### src/rtl/stage5_field_extract_pkg.sv
// Shared widths, bit positions, type codes and default value for the
// stage-5 field extractor (optional statistics: STAGE5_FIELD_STATS_EN).
package stage5_field_extract_pkg;

    localparam int MAX_MESSAGE_BITS          = 128;
    localparam int FIELD_V4_BITS             = 32;
    localparam int MESSAGE_MUX_CONTROL_WIDTH = 2;

    localparam int A_V4_B = 95;
    localparam int A_V4_E = 64;
    localparam int B_V4_E = 0;

    localparam logic [FIELD_V4_BITS-1:0] DEFAUT_INFOR = 32'hDEAD_BEEF;

    typedef enum logic [MESSAGE_MUX_CONTROL_WIDTH-1:0] {
        MUX_NONE = 2'd0,
        MUX_A    = 2'd1,
        MUX_B    = 2'd2,
        MUX_RSVD = 2'd3
    } mux_type_e;

    localparam int STAT_W = 16;

endpackage

### src/rtl/stage5_field_lane.sv
// One lane: field extract mux, 2-entry FIFO, optional pop statistics
// (enabled by STAGE5_FIELD_STATS_EN).
module stage5_field_lane
    import stage5_field_extract_pkg::*;
#(
    parameter int                 MSG_W       = MAX_MESSAGE_BITS,
    parameter int                 FIELD_W     = FIELD_V4_BITS,
    parameter int                 CTRL_W      = MESSAGE_MUX_CONTROL_WIDTH,
    parameter int                 A_LSB       = A_V4_E,
    parameter int                 B_LSB       = B_V4_E,
    parameter logic [FIELD_W-1:0] DEFAULT_VAL = DEFAUT_INFOR
) (
    input  logic               clk,
    input  logic               rst_n,
    input  logic               message_en,
    input  logic               in_valid,
    output logic               in_ready,
    input  logic [MSG_W-1:0]   message,
    input  logic [CTRL_W-1:0]  ctrl,
    output logic               out_valid,
    input  logic               out_ready,
    output logic [FIELD_W-1:0] out_field,
    output logic               out_hit,
    input  logic               stats_clr,
    output logic [STAT_W-1:0]  stat_hits,
    output logic [STAT_W-1:0]  stat_miss
);

    localparam int E_W = FIELD_W + 1;

    logic [E_W-1:0] r_mem [2];
    logic           r_wptr;
    logic           r_rptr;
    logic [1:0]     r_cnt;

    logic           w_push;
    logic           w_pop;
    logic [E_W-1:0] w_entry;
    logic [E_W-1:0] w_head;
    logic           w_unused;

    always_comb begin
        w_entry = {1'b0, DEFAULT_VAL};
        if (message_en) begin
            if (ctrl == CTRL_W'(MUX_A))
                w_entry = {1'b1, message[A_LSB +: FIELD_W]};
            else if (ctrl == CTRL_W'(MUX_B))
                w_entry = {1'b1, message[B_LSB +: FIELD_W]};
        end
    end

    assign in_ready  = (r_cnt != 2'd2);
    assign out_valid = (r_cnt != 2'd0);
    assign w_push    = in_valid && in_ready;
    assign w_pop     = out_valid && out_ready;
    assign w_head    = r_mem[r_rptr];
    assign out_field = out_valid ? w_head[FIELD_W-1:0] : DEFAULT_VAL;
    assign out_hit   = out_valid && w_head[FIELD_W];

    always_ff @(posedge clk or negedge rst_n) begin
        if (!rst_n) begin
            r_mem[0] <= '0;
            r_mem[1] <= '0;
            r_wptr   <= 1'b0;
            r_rptr   <= 1'b0;
            r_cnt    <= 2'd0;
        end else begin
            if (w_push) begin
                r_mem[r_wptr] <= w_entry;
                r_wptr        <= ~r_wptr;
            end
            if (w_pop)
                r_rptr <= ~r_rptr;
            case ({w_push, w_pop})
                2'b10:   r_cnt <= r_cnt + 2'd1;
                2'b01:   r_cnt <= r_cnt - 2'd1;
                default: r_cnt <= r_cnt;
            endcase
        end
    end

    // Only the two field windows of the message are consumed.
    assign w_unused = ^{message, stats_clr};

`ifdef STAGE5_FIELD_STATS_EN
    logic [STAT_W-1:0] r_hits;
    logic [STAT_W-1:0] r_miss;

    always_ff @(posedge clk or negedge rst_n) begin
        if (!rst_n) begin
            r_hits <= '0;
            r_miss <= '0;
        end else if (stats_clr) begin
            r_hits <= '0;
            r_miss <= '0;
        end else if (w_pop) begin
            if (out_hit) begin
                if (r_hits != '1)
                    r_hits <= r_hits + 1'b1;
            end else begin
                if (r_miss != '1)
                    r_miss <= r_miss + 1'b1;
            end
        end
    end

    assign stat_hits = r_hits;
    assign stat_miss = r_miss;
`else
    assign stat_hits = '0;
    assign stat_miss = '0;
`endif

endmodule

### src/rtl/stage5_field_extract.sv
// Per-lane flow-controlled field extractor between classification and
// stage 6 (optional statistics: STAGE5_FIELD_STATS_EN).
module stage5_field_extract
    import stage5_field_extract_pkg::*;
#(
    parameter int                 CHANNELS    = 3,
    parameter int                 MSG_W       = MAX_MESSAGE_BITS,
    parameter int                 FIELD_W     = FIELD_V4_BITS,
    parameter int                 CTRL_W      = MESSAGE_MUX_CONTROL_WIDTH,
    parameter int                 A_LSB       = A_V4_E,
    parameter int                 B_LSB       = B_V4_E,
    parameter logic [FIELD_W-1:0] DEFAULT_VAL = DEFAUT_INFOR
) (
    input  logic                          clk,
    input  logic                          rst_n,
    input  logic                          message_en,
    input  logic [CHANNELS-1:0]           in_valid,
    output logic [CHANNELS-1:0]           in_ready,
    input  logic [CHANNELS*MSG_W-1:0]     message,
    input  logic [CHANNELS*CTRL_W-1:0]    message_mux_control,
    output logic [CHANNELS-1:0]           out_valid,
    input  logic [CHANNELS-1:0]           out_ready,
    output logic [CHANNELS*FIELD_W-1:0]   out_field,
    output logic [CHANNELS-1:0]           out_hit,
    input  logic                          stats_clr,
    output logic [CHANNELS*STAT_W-1:0]    stat_hits,
    output logic [CHANNELS*STAT_W-1:0]    stat_miss
);

    for (genvar g = 0; g < CHANNELS; g++) begin : g_lane
        stage5_field_lane #(
            .MSG_W       (MSG_W),
            .FIELD_W     (FIELD_W),
            .CTRL_W      (CTRL_W),
            .A_LSB       (A_LSB),
            .B_LSB       (B_LSB),
            .DEFAULT_VAL (DEFAULT_VAL)
        ) u_lane (
            .clk        (clk),
            .rst_n      (rst_n),
            .message_en (message_en),
            .in_valid   (in_valid[g]),
            .in_ready   (in_ready[g]),
            .message    (message[g*MSG_W +: MSG_W]),
            .ctrl       (message_mux_control[g*CTRL_W +: CTRL_W]),
            .out_valid  (out_valid[g]),
            .out_ready  (out_ready[g]),
            .out_field  (out_field[g*FIELD_W +: FIELD_W]),
            .out_hit    (out_hit[g]),
            .stats_clr  (stats_clr),
            .stat_hits  (stat_hits[g*STAT_W +: STAT_W]),
            .stat_miss  (stat_miss[g*STAT_W +: STAT_W])
        );
    end

endmodule

### config.mk
export PLATFORM = sky130hd
export DESIGN_NAME = stage5_field_extract
export DESIGN_NICKNAME = d
export VERILOG_FILES = /design/src/rtl/stage5_field_extract_pkg.sv /design/src/rtl/stage5_field_lane.sv /design/src/rtl/stage5_field_extract.sv
export SDC_FILE = /design/constraint.sdc
export NUM_CORES = 1
export LEC_CHECK = 0
export ABC_CLOCK_PERIOD_IN_PS = 2000
export CORE_AREA = 2 2 237 239
export DETAILED_ROUTE_END_ITERATION = 16
export DIE_AREA = 0 0 239 241
export GPL_TIMING_DRIVEN = 0
export PLACE_DENSITY = 0.55
export SLEW_MARGIN = 20
export SYNTH_ARGS = -nofsm -noshare
export SYNTH_HDL_FRONTEND = slang
export SYNTH_SLANG_ARGS = --single-unit
### constraint.sdc
create_clock -name clk -period 2 [get_ports clk]
set_input_delay 0.5 -clock clk [delete_from_list [all_inputs] [get_ports clk]]
set_output_delay 0.5 -clock clk [all_outputs]
set_load 0.05 [all_outputs]
* Word level (Yosys, flattened, before mapping)
Cells that the tools add are included. W data, S select, Z words.
Word-level totals: input port bits 400, register bits 210
Cells by class: equality and inequality tests 15, add/subtract/negate cells 6, reductions and logical operators 18, multiplexer cells 33, bitwise operators 12, magnitude comparators 9
Operators with widths (number):
- $mux W33 | 21
- $bwmux W66 | 3
- $demux W33 S1 | 3
- $mux W32 | 3
- $eq A2 B1 Y1 const B | 6
- $eq A2 B2 Y1 const B | 6
- $ge A2 B2 Y1 const B | 6
- $logic_and A1 B1 Y1 | 12
- $not A1 Y2 | 6
- $pmux W2 S2 | 3
- $reduce_bool A2 Y1 | 6
- $add A2 B1 Y2 const B | 3
- $lt A2 B1 Y1 const B | 3
- $ne A2 B2 Y1 const B | 3
- $not A1 Y1 | 6
- $sub A2 B1 Y2 const B | 3

* Depth between registers and ports, before layout
depth after elaboration 6, mapped depth 7

* Cells and area by module
A second synthesis with hierarchy kept.
Unflattened totals: cell total of the unflattened synthesis 930, area, all modules 11908.9 sq um
Modules (own cells, without submodules):
- stage5_field_lane (g_lane[1].u_lane ...) | area each 3916.3 sq um, cells each 309, sequential area each 1751.7 sq um, times used 2
- stage5_field_lane (g_lane[0].u_lane) | area each 4076.4 sq um, cells each 312, sequential area each 1751.7 sq um, times used 1

* Least setup slack after synthesis
Ideal clock, no wire load.
path kind register to output, start register g_lane[0].u_lane.r_rptr, end output out_field[17], arrival 1631 ps, path buffers 2, cell stages (with the launch flop) 5, path slack -131 ps, cells stage by stage dfrtp_1 clkbuf_1 buf_2 mux2i_1 nor2_1
Between the ends: cells in the longest elaborated chain, start to end 5
Ends and longest elaborated chain:
- from (decl) | RTL line stage5_field_lane.sv:33 | logic r_rptr;
- from (signal assigned) | RTL line stage5_field_lane.sv:73 | r_rptr <= ~r_rptr;
- $not A1 Y2 (not written as such) | RTL line stage5_field_lane.sv:56 | assign w_head = r_mem[r_rptr];
- $mux W33 (not written as such) (3 in series) | RTL line stage5_field_lane.sv:56
- $mux W32 | RTL line stage5_field_lane.sv:57 | assign out_field = out_valid ? w_head[FIELD_W-1:0] : DEFAULT_VAL;
- to (decl) | RTL line stage5_field_extract.sv:23 | output logic [CHANNELS*FIELD_W-1:0] out_field,
Every way passes these cells. The select of a mux whose other input is x is not followed.

* Worst setup path in the final report
start register g_lane[2].u_lane.r_cnt[0], end output out_valid[2]
Between the ends: cells in the longest elaborated chain, start to end 1
Ends and longest elaborated chain:
- from (decl) | RTL line stage5_field_lane.sv:34 | logic [1:0] r_cnt;
- from (signal assigned) | RTL line stage5_field_lane.sv:75 | 2'b10: r_cnt <= r_cnt + 2'd1;
- from (signal assigned) | RTL line stage5_field_lane.sv:76 | 2'b01: r_cnt <= r_cnt - 2'd1;
- from (signal assigned) | RTL line stage5_field_lane.sv:77 | default: r_cnt <= r_cnt;
- $reduce_bool A2 Y1 | RTL line stage5_field_lane.sv:53 | assign out_valid = (r_cnt != 2'd0);
- to (decl) | RTL line stage5_field_extract.sv:21 | output logic [CHANNELS-1:0] out_valid,
Every way passes these cells.

==> impl_metrics.env <==
export IMPL_fin_tns_setup_ps=-24440
export IMPL_synth_top_area_frac=0.4511
export IMPL_drive_gt1_frac=0.4811
export IMPL_synthDistinctLibCells=33
export IMPL_r2r_cells=7
export IMPL_finalCoreUtilization=0.3383
export IMPL_numCtsBuffers=26
export IMPL_clockBufferDepth=3
export IMPL_mostFrequentLayoutCells="clkdlybuf4s50_1, dfrtp_1, mux2_2"
export IMPL_numClockSinks=210
export IMPL_rows=86
export IMPL_core_mm2=0.05488
export IMPL_initial_core_util=0.2123
export IMPL_cp_cell_sequence="nor2_4, clkinv_4, clkbuf_16, buf_6, buf_8"
export IMPL_cp_start_kind="register"
export IMPL_syn_avg_cell_area_um2=12.42
export IMPL_critPathKind="register to output port"
export IMPL_drtIter0Drc=235
export IMPL_final_hold_viol_count=0
export IMPL_grt_max_degree=98
export IMPL_crit_family="buffers and inverters"
export IMPL_antenna_cells=0
export IMPL_portBuffers=311
export IMPL_post_dp_hpwl_mm=26.98
export IMPL_tightest_slew_ps=599.8
export IMPL_place_inst=2050
export IMPL_slew_headroom=0.6001
export IMPL_synth_area_mm2=0.01165
export IMPL_critPathBufInv=4
export IMPL_synth_top_area_cell="dfrtp_1"
export IMPL_drcViolationCount=0
export IMPL_p_per_area_mw_per_mm2=1586
export IMPL_postRouteAntennaNets=0
export IMPL_hp_class="primary input to asynchronous set/reset pin"
export IMPL_report_final_slew_viol_count=0
export IMPL_outcome="finished with violations"
export IMPL_drt_wirelength_per_cell_um=17.26
export IMPL_cp_data_required_time_ps=1500
export IMPL_fmax_mhz=432.3
export IMPL_cts_tree="done"
export IMPL_grt_pass1_wl_mm=53.35
export IMPL_ys_warn_count=0
export IMPL_wirelength_mm=36.80
export IMPL_max_vdd_ir_drop_mv=0.9941
export IMPL_synth_ff_type="dfrtp_1"
export IMPL_io_pins=601
export IMPL_die_w_um=239
export IMPL_arrival_ps=1810
export IMPL_final_nets=1820
export IMPL_htreeDepth=1
export IMPL_clk_latency_ps=550
export IMPL_synthArstFlopShare=1.000
export IMPL_ctsRootBufferMaster="clkbuf_16"
export IMPL_layout_commonest_cell="clkdlybuf4s50_1"
export IMPL_leakagePower_nw=7.711
export IMPL_fin_hold_ws_ps=369.6
export IMPL_crit_reg2reg_launch="g_lane[2].u_lane.r_cnt[0]"
export IMPL_ys_seq_elements=210
export IMPL_violations="negative setup slack"
export IMPL_skew_ps=25.28
export IMPL_synth_edf_count=0
export IMPL_grt_setup_unrepaired="true"
export IMPL_via_per_inst=4.041
export IMPL_fin_crit_ps=2313
export IMPL_path_clk_slew_ps=60
export IMPL_crit_slowest_cell="dfrtp_2"
export IMPL_rrSetupSlack_ps=160
export IMPL_critPathMaxStageDelay_ps=430
export IMPL_track_usage=0.1211
export IMPL_synth_top_cells_by_area="dfrtp_1, mux2_2, mux2i_1"
export IMPL_grt_pass1_vias=8965
export IMPL_setup_ws_ps=-313.3
export IMPL_dieArea_mm2=0.05760
export IMPL_setup_viol=103
export IMPL_path_max_fanout=8
export IMPL_drv_cap=0
export IMPL_vias=8616
export IMPL_end_kind="output port"
export IMPL_overflow=0
export IMPL_antenna_found_initial=7
export IMPL_r2r_end="g_lane[2].u_lane.r_cnt[1]"
export IMPL_period_share=1.157
export IMPL_instances_no_fill=2132
export IMPL_first_pass_iters=4
export IMPL_ys_seq_area_frac=0.4511
export IMPL_dieHeight_um=241
export IMPL_gp_congestion=0.7253
export IMPL_area_delta_synth_final_pct=59.38
export IMPL_filler_cell_count=5464
export IMPL_synthCells=938
[worst register-to-register path, delay by kind of cell, from the launching register on]
family | cells | cell delay, ps
buffers and inverters | 1 | 160
DFF | 1 | 430
adders and majority gates | 1 | 250
and+or+nand+nor | 3 | 630
xor gates and xnor gates | 2 | 280
[what timing repair did]
action                                 CTS  global route
pin swaps                                7            27
resized for setup                      850           126
cloned                                   7             5
hold buffers                             1             0
endpoints found under the hold margin   20             0
buffers inserted                        26            11
setup endpoints to repair              260           118
[flip-flops by register name, indices dropped and copies added, names as in the netlist]
register,count
g_lane.u_lane.r_cnt,6
g_lane.u_lane.r_mem,198
g_lane.u_lane.r_rptr,3
g_lane.u_lane.r_wptr,3
[power by group]
group	total (mW)	switching [mW]	leakage, nW	internal [mW]
registers	7.34	1.28	2.23	6.06
clock network	4.95	1.91	0.453	3.04
logic	17.2	9.05	5.03	8.11
total	29.5	12.2	7.71	17.2
[cells in the mapped netlist (3+ instances only)]
cell	count
a22o_1	24
and2_1	4
and3b_1	6
buf_2	20
buf_4	107
buf_6	20
clkbuf_1	15
clkinv_1	3
dfrtp_1	210
ha_1	9
inv_1	6
mux2_1	9
mux2_2	154
mux2_4	35
mux2i_1	99
nand2_1	75
nand2_2	3
nand2b_4	3
nand3b_4	3
nor2_1	30
nor2_2	3
nor2b_1	4
o22a_1	52
o22a_2	19
xnor2_1	9
xor2_1	6
[cell type report]
type | count | area [µm²] | area share
Inverter | 9 | 48.80 | 0.002628
Sequential cell | 210 | 5269 | 0.2838
Timing Repair Buffer | 359 | 3946 | 0.2126
Multi-Input combinational cell | 650 | 6093 | 0.3282
Clock inverter | 4 | 48.80 | 0.002628
Clock buffer | 41 | 858.3 | 0.04623
Timing Repair inverter | 1 | 5.005 | 0.0002696
Buffer | 154 | 1415 | 0.07622
Tap cell | 704 | 880.8 | 0.04745
[stage by stage]
stage	cell area, µm²	power, mW	worst slack, ps
2_1_floorplan	12070	16.50	8.530
3_3_place_gp	16060	20.65	-8688
3_5_place_dp	16120	20.84	-1067
4_1_cts	17840	28.07	-332.3
5_1_grt	18570	30.82	-369.3
6_report	18570	29.45	-313.3
[worst max-delay path by stage]
stage	startpoint	to	slack, ps	cells past startpoint
final	g_lane[2].u_lane.r_cnt[0]	out_valid[2]	-310	5
after floorplan	g_lane[0].u_lane.r_cnt[0]	out_field[19]	9	4
after CTS	g_lane[2].u_lane.r_rptr	out_field[86]	-330	5
after global routing	g_lane[2].u_lane.r_cnt[0]	out_valid[2]	-370	5
after detailed placement	g_lane[2].u_lane.r_rptr	out_field[64]	-1070	5
after global placement	rst_n	g_lane[2].u_lane.r_mem[18]	-8690	1
[kinds of logic (layout without fill, tap and decap cells)]
family / Yosys count / in the layout / share of synthesized area
buffers and inverters: 173 / 568 / 0.1072
adders and majority gates: 9 / 9 / 0.009667
other: 1 / 96 / 0.0003219
AOI/OAI and AO/OA: 96 / 96 / 0.07390
and+or+nand+nor: 137 / 137 / 0.05875
DFF: 210 / 210 / 0.4511
muxes: 297 / 297 / 0.2878
xor gates and xnor gates: 15 / 15 / 0.01128
[routing by layer]
layer / global-route usage / up-vias / wire, µm
met5: 0 / - / 86
met4: 0.03125 / 14 / 749
met3: 0.03580 / 58 / 2865
met2: 0.2091 / 278 / 17710
met1: 0.1472 / 4205 / 15380
li1: - / 4061 / -
(Power assumes the default switching activity.)
